==> config.mk <==
export PLATFORM = sky130hd
export DESIGN_NAME = agu_rd
export DESIGN_NICKNAME = d
export VERILOG_FILES = /design/src/rtl/agu_rd.sv
export SDC_FILE = /design/constraint.sdc
export NUM_CORES = 1
export LEC_CHECK = 0
export CORE_UTILIZATION = 44
export CTS_BUF_LIST = sky130_fd_sc_hd__clkbuf_2
export CTS_CLUSTER_DIAMETER = 150
export DETAILED_ROUTE_END_ITERATION = 12
export GPL_TIMING_DRIVEN = 0
export PLACE_DENSITY = 0.79
export SLEW_MARGIN = 20
export SYNTH_ARGS = -nofsm -noshare
export SYNTH_HDL_FRONTEND = slang
export SYNTH_SLANG_ARGS = --single-unit
==> constraint.sdc <==
create_clock -name clk_i -period 1.84 [get_ports clk_i]
set_input_delay 0.46 -clock clk_i [delete_from_list [all_inputs] [get_ports clk_i]]
set_output_delay 0.46 -clock clk_i [all_outputs]
set_load 0.03 [all_outputs]
==> src/rtl/agu_rd.sv <==
// agu_rd: read-side responder for the address generation unit.
// Starts and throttles an AGU, issues reads to a synchronous memory with RL-cycle latency,
// and returns the read data as a valid/ready stream marked with last.
// Optional feature: define AGU_RD_BEAT_CNT_EN to count delivered beats on beat_cnt_o;
// when it is undefined, beat_cnt_o is tied to zero.
module agu_rd #(
  parameter int unsigned AW    = 32,
  parameter int unsigned DW    = 32,
  parameter int unsigned RL    = 1,
  parameter int unsigned DEPTH = 4
) (
  input  logic          clk_i,
  input  logic          rst_ni,
  input  logic          start_i,
  output logic          agu_start_o,
  output logic          agu_en_o,
  input  logic [AW-1:0] agu_data_i,
  input  logic          agu_last_i,
  output logic          mem_en_o,
  output logic [AW-1:0] mem_addr_o,
  input  logic [DW-1:0] mem_rdata_i,
  output logic          m_valid_o,
  output logic [DW-1:0] m_data_o,
  output logic          m_last_o,
  input  logic          m_ready_i,
  output logic          busy_o,
  output logic          done_o,
  output logic [AW-1:0] beat_cnt_o
);

  localparam int unsigned PtrW = (DEPTH > 1) ? $clog2(DEPTH) : 1;
  localparam int unsigned CntW = $clog2(DEPTH + RL + 1) + 1;

  typedef enum logic [1:0] {StIdle, StIssue, StDrain} state_e;

  state_e            state_q;
  logic [RL-1:0]     pipe_vld_q;
  logic [RL-1:0]     pipe_last_q;
  logic [PtrW-1:0]   wptr_q;
  logic [PtrW-1:0]   rptr_q;
  logic [PtrW:0]     count_q;
  logic [DW-1:0]     fifo_data_q [DEPTH];
  logic [DEPTH-1:0]  fifo_last_q;

  logic [CntW-1:0]   inflight;
  logic [CntW-1:0]   occupancy;
  logic              issue_ok;
  logic              start_acc;
  logic              push;
  logic              push_last;
  logic              pop;
  logic              full;

  // Credit: reads in the pipeline plus FIFO occupancy, from registered state only.
  always_comb begin
    inflight = '0;
    for (int unsigned i = 0; i < RL; i++) begin
      inflight = inflight + CntW'(pipe_vld_q[i]);
    end
    occupancy = CntW'(count_q) + inflight;
    issue_ok  = occupancy < CntW'(DEPTH);
  end

  // Handshake towards the AGU, memory and stream.
  always_comb begin
    start_acc   = (state_q == StIdle) && start_i;
    agu_start_o = start_acc;
    agu_en_o    = issue_ok && (start_acc || (state_q == StIssue));
    mem_en_o    = agu_en_o;
    mem_addr_o  = agu_data_i;
    push        = pipe_vld_q[RL-1];
    push_last   = pipe_last_q[RL-1];
    full        = count_q == (PtrW+1)'(DEPTH);
    m_valid_o   = count_q != '0;
    m_data_o    = fifo_data_q[rptr_q];
    // Storage is not reset, so gate last with valid to keep it low while empty.
    m_last_o    = fifo_last_q[rptr_q] && m_valid_o;
    pop         = m_valid_o && m_ready_i;
    done_o      = (state_q == StDrain) && pop && m_last_o;
    busy_o      = state_q != StIdle;
  end

  // Control FSM. A single-beat block issues its only read in the start cycle, so it
  // passes through the issue phase within that cycle and lands directly in drain;
  // staying in issue would request a second, duplicate read.
  always_ff @(posedge clk_i or negedge rst_ni) begin
    if (!rst_ni) begin
      state_q <= StIdle;
    end else begin
      unique case (state_q)
        StIdle:  if (start_i) state_q <= (agu_en_o && agu_last_i) ? StDrain : StIssue;
        StIssue: if (agu_en_o && agu_last_i) state_q <= StDrain;
        StDrain: if (done_o) state_q <= StIdle;
        default: state_q <= StIdle;
      endcase
    end
  end

  // Read pipeline: {valid, last} shift matching the memory latency.
  always_ff @(posedge clk_i or negedge rst_ni) begin
    if (!rst_ni) begin
      pipe_vld_q  <= '0;
      pipe_last_q <= '0;
    end else begin
      pipe_vld_q[0]  <= agu_en_o;
      pipe_last_q[0] <= agu_en_o && agu_last_i;
      for (int unsigned i = 1; i < RL; i++) begin
        pipe_vld_q[i]  <= pipe_vld_q[i-1];
        pipe_last_q[i] <= pipe_last_q[i-1];
      end
    end
  end

  // FIFO pointers and occupancy; simultaneous push and pop leaves the count unchanged.
  always_ff @(posedge clk_i or negedge rst_ni) begin
    if (!rst_ni) begin
      wptr_q  <= '0;
      rptr_q  <= '0;
      count_q <= '0;
    end else begin
      if (push) wptr_q <= wptr_q + PtrW'(1);
      if (pop)  rptr_q <= rptr_q + PtrW'(1);
      if (push && !pop) begin
        count_q <= count_q + (PtrW+1)'(1);
      end else if (!push && pop) begin
        count_q <= count_q - (PtrW+1)'(1);
      end
    end
  end

  // FIFO storage; contents are only observed behind m_valid_o.
  always_ff @(posedge clk_i) begin
    if (push) begin
      fifo_data_q[wptr_q] <= mem_rdata_i;
      fifo_last_q[wptr_q] <= push_last;
    end
  end

  // The credit scheme must make overflow impossible.
  assert property (@(posedge clk_i) disable iff (!rst_ni) !(push && full))
    else $error("agu_rd: push into full FIFO");

`ifdef AGU_RD_BEAT_CNT_EN
  logic [AW-1:0] beat_cnt_q;

  // Delivered-beat counter, cleared by an accepted start and held after done.
  always_ff @(posedge clk_i or negedge rst_ni) begin
    if (!rst_ni) begin
      beat_cnt_q <= '0;
    end else if (start_acc) begin
      beat_cnt_q <= '0;
    end else if (pop) begin
      beat_cnt_q <= beat_cnt_q + AW'(1);
    end
  end

  assign beat_cnt_o = beat_cnt_q;
`else
  assign beat_cnt_o = '0;
`endif

endmodule

Word level (Yosys, flattened, before mapping). Memory sizes are Yosys's and may differ from the RTL's. Cells that the tools add are included.

Memory bits (writable): 128. Memories kept: 1. Bits of input ports: 69. Output and inout bits: 103. Bits in registers: 15.

Memories: fifo_data_q (words 4, width 32, read ports 1, clocked after Yosys merged registers in 0, wr ports 1, RTL line 42) `logic [DW-1:0] fifo_data_q [DEPTH];`.

Multiplexer cells: 14. Reduce and logical (&&, ||, !) cells: 18. $add $sub $neg: 5. Equality and inequality tests: 5. Order comparisons: 4.

Operators with widths (number): $logic_and A1 B1 Y1 (10); $mux W2 (4); $lt A2 B3 Y1 const B (2); $mux W3 (2); $pmux W2 S3 (1); $add A2 B1 Y2 const B (2); $add A3 B1 Y4 (1); $bwmux W4 (1); $lt A4 B3 Y1 const B (1); $mux W1 (4); $ne A2 B2 Y1 const B (2); $reduce_bool A2 Y1 (2); $add A3 B1 Y3 const B (1); $reduce_and A3 Y1 (1); $reduce_bool A3 Y1 (1); $sub A3 B1 Y3 const B (1); $bmux W1 S2 (1); $demux W1 S2 (1); $eq A2 B1 Y1 const B (1); $eq A2 B2 Y1 const B (1); $ge A2 B1 Y1 const B (1); $logic_not A1 Y1 (2); $logic_not A2 Y1 (1); $ne A2 B1 Y1 const B (1); $logic_or A1 B1 Y1 (1).

Longest topological paths before layout.
Word-level depth: 8. Gate-level depth with buffers: 8. Mapped depth without buffers: 8.

Worst setup path before layout. No wires, ideal clock.

Kind: input to output. Start point: input start_i. End point: output mem_en_o. Slack: -0.380 ns. Arrival: 1.760 ns. Buffers on the path: 1. Stages on the path: 3. Required time: 1.380 ns. Cell sequence: o21ai_0 -> nor3b_1 -> buf_4.

Longest elaborated chain between the ends: 3.

Ends and longest elaborated chain: from (decl) (RTL line 14) `input logic start_i,`; $logic_and A1 B1 Y1 (RTL line 66) `start_acc = (state_q == StIdle) && start_i;`; $logic_or A1 B1 Y1 (RTL line 68) `agu_en_o = issue_ok && (start_acc || (state_q == StIssue));`; $logic_and A1 B1 Y1 (RTL line 68); to (decl) (RTL line 19) `output logic mem_en_o,`.

Every way passes these cells.

Final worst setup path.
Start point: register rptr_q[0]. End point: output m_last_o.

Longest elaborated chain between the ends: 3.

Ends and longest elaborated chain: from (decl) (RTL line 40) `logic [PtrW-1:0] rptr_q;`; from (signal assigned) (RTL line 122) `if (pop) rptr_q <= rptr_q + PtrW'(1);`; $bmux W1 S2 (RTL line 77) `m_last_o = fifo_last_q[rptr_q] && m_valid_o;`; $mux W1 (implied by the code) (RTL line 77); $logic_and A1 B1 Y1 (RTL line 77); to (decl) (RTL line 24) `output logic m_last_o,`.

Every way passes these cells. The select of a mux whose other input is x is not followed.

==> metrics.txt <==
peak supply drop=1.033 mV; Worst Hold Class=in -> async; Seq/Total Area, Yosys=0.7283; initial core utilization=0.4557; die area=around 14000 um^2; CTS Root Cell=clkbuf_2; Switching Fraction=0.3541; Setup crit end kind=primary output; setup ws final=-0.6951 ns; count of flip-flops with a built-in enable after synthesis=around 130; Port Buffers=107; final setup TNS=-24.01 ns; cts hold-fix bufs=0; Worst R2R Path Depth=8; skew final=approximately 0.032 ns; drt pass-1 iters=5; Clk pwr share=0.142; P_sw=4162 uW; Logic pwr share=0.484; Synth Area per Inst=19.87 um^2; Util after Layout=0.6177; first-pass GRT wire length=approximately 16000 um; gr usage total=0.1609; fraction of layout cells with a size suffix above 1=0.4568; Synth area leaders=edfxtp_1, mux4_2, buf_4; pin count of the biggest net entering global routing=22; die height=117.0 um; cells after synthesis=slightly below 300; crit path launch type=register; initial antenna violation count=0; Tightest Pin Transition=0.5111 ns; Top FF cell, synth=edfxtp_1; Sink Count=143; sequential cell fraction of total power=0.374; status=finished with violations; Clock Latency Late Sink=0.66 ns; Seq cells post-synth=between 100 and 150; RSZ-0062 raised after global routing=true; CTS tree=yes; Yosys top cell by area=edfxtp_1; via count=3054; Clk pin slew, worst setup/hold paths=0.19 ns; Inserted Diodes=0; share of the synthesized area in the top cell type=0.6810; final hold slack=0.1025 ns; Commonest cells post-synth=edfxtp_1, buf_4, mux4_2; Routed WL=10600 um; Slew HR=0.6582; # IOs=172; P_int=7591 uW; Longest Clk Path Bufs=2; H-Tree Depth=4; top-count cell post-synth=edfxtp_1; unique cell type count in the Yosys netlist=27; filler cell count=roughly 910; global route overflow=0; Setup CP Type=reg -> out; global placer's final weighted congestion=0.6504; synth warn=0; FFs w/ async S/R, synth=0.07692; Horiz. Die Dim=around 120 um; WP data required=around 1.4 ns; nets@finish=approximately 550; Max Clk Rate=a little under 400 MHz; Worst Path Arrival=2.08 ns; vias in the first global route=3001; Slew Viols, Final=0; CORE AREA=around 13000 um^2; area grow syn2layout=35.55%; failing checks=setup timing; crit path time final=2.535 ns; post-route ant nets=0; leakage power=between 0.002 and 0.003 uW; Std-Cell Rows=41; Detailed Place HPWL=about 6700 um; DRT iter0 DRCs=153; Remaining DRCs=0; Total Power=11750 uW; final clock period utilization by the worst path=1.378; setup violators final=41; Num CTS Buffers=17; mapped cell area=5821 um^2; final hold viol count=0; Vias per Instance=roughly 4.6; WL/cell=16.11 um; crit-path max FO=6; Pwr Density=approximately 1500 nW/um^2; number of max-cap violations=0
[layout by cell type, fill, tap and decap left out, drive strengths merged, types with 2 or more instances in the layout]
cell type        n
buf            133
edfxtp         132
clkdlybuf4s50   68
mux4            33
conb            32
clkbuf          21
dfrtp           11
clkinv           9
inv              7
and2             5
ha               5
nand2            4
xor2             3
xnor2            3
bufinv           2
clkinvlp         2
o21ai            2
nor3             2
nor2             2
[metrics by stage]
stage | instances | setup slack (ns) | instance area (um^2)
detailed placement | 607 | -0.8263 | 7343
global route | 658 | -0.8173 | 7890
global placement | 603 | -0.8306 | 7243
CTS | 652 | -0.7745 | 7810
floorplan | 324 | -0.02229 | 5957
finish | 658 | -0.6951 | 7890
[layout make-up]
class	instances	area, um^2	share of cell area
repair buffers	131	1380	0.1749
flip-flops and latches	143	4244	0.5379
clock inverters	13	122.6	0.01554
multi-input cells	101	1220	0.1546
clock buffers	19	95.09	0.01205
well taps	172	215.2	0.02728
inverters	7	26.28	0.003330
plain buffers	72	586.8	0.07437
[sequential cells by signal (all words and copies together) (netlist names)]
register,cells
state_q,2
pipe_vld_q,1
rptr_q,2
count_q,3
wptr_q,2
fifo_data_q,128
pipe_last_q,1
fifo_last_q,4
[power groups by stage]
stage               Sequential [uW]  Clock [uW]  Combinational (uW)
finish                         4400        1660                5690
global placement               4470           0                4700
floorplan                      4430           0                3150
detailed placement             4480           0                4850
CTS                            4380        1720                5590
global route                   4440        1850                6030
[path summary, 6_finish.rpt]
path	startpoint	to	slack (ns)
setup / recovery	rptr_q[0]$_DFFE_PN0P_	m_last_o	-0.70
hold / removal	rst_ni	state_q[0]$_DFFE_PN0P_	0.10
setup reg to reg	count_q[2]$_DFFE_PN0P_	count_q[2]$_DFFE_PN0P_	-0.12
hold reg to reg	pipe_last_q$_DFF_PN0_	fifo_last_q[1]$_DFFE_PP_	0.53
max in group asynchronous	rst_ni	pipe_vld_q$_DFF_PN0_	1.38
min in group clk_i	agu_last_i	state_q[0]$_DFFE_PN0P_	0.38
[critical path: stages (launching register included)]
cell and delay (ns):
dfrtp_1 0.40, buf_8 0.14, mux4_2 0.57, and2_4 0.17, buf_6 0.13
[what timing repair did]
item | CTS | global route
setup buffers | 14 | 6
resized for setup | 305 | 9
pin swaps | 4 | 3
endpoints found under the setup margin | 41 | 41
[routing by layer]
metal,wire length [um],global-route usage,vias up
met5,0,0,-
met4,94,0.05823,0
met3,675,0.05407,12
met2,5753,0.2805,121
met1,4077,0.1856,1521
li1,-,-,1400
[kinds of logic (layout without fill, tap and decap cells)]
family / count (synthesis) / in the layout / synth area share
simple gates: 17 / 17 / 0.01526
compound gates: 6 / 6 / 0.007096
mux: 34 / 34 / 0.1296
xor+xnor: 6 / 6 / 0.009030
buf+inv: 80 / 242 / 0.09587
flops: 143 / 143 / 0.7283
fa+ha+maj: 6 / 6 / 0.01419
other cells: 1 / 32 / 0.0006443
No activity file was read; power rests on OpenSTA's default activity.
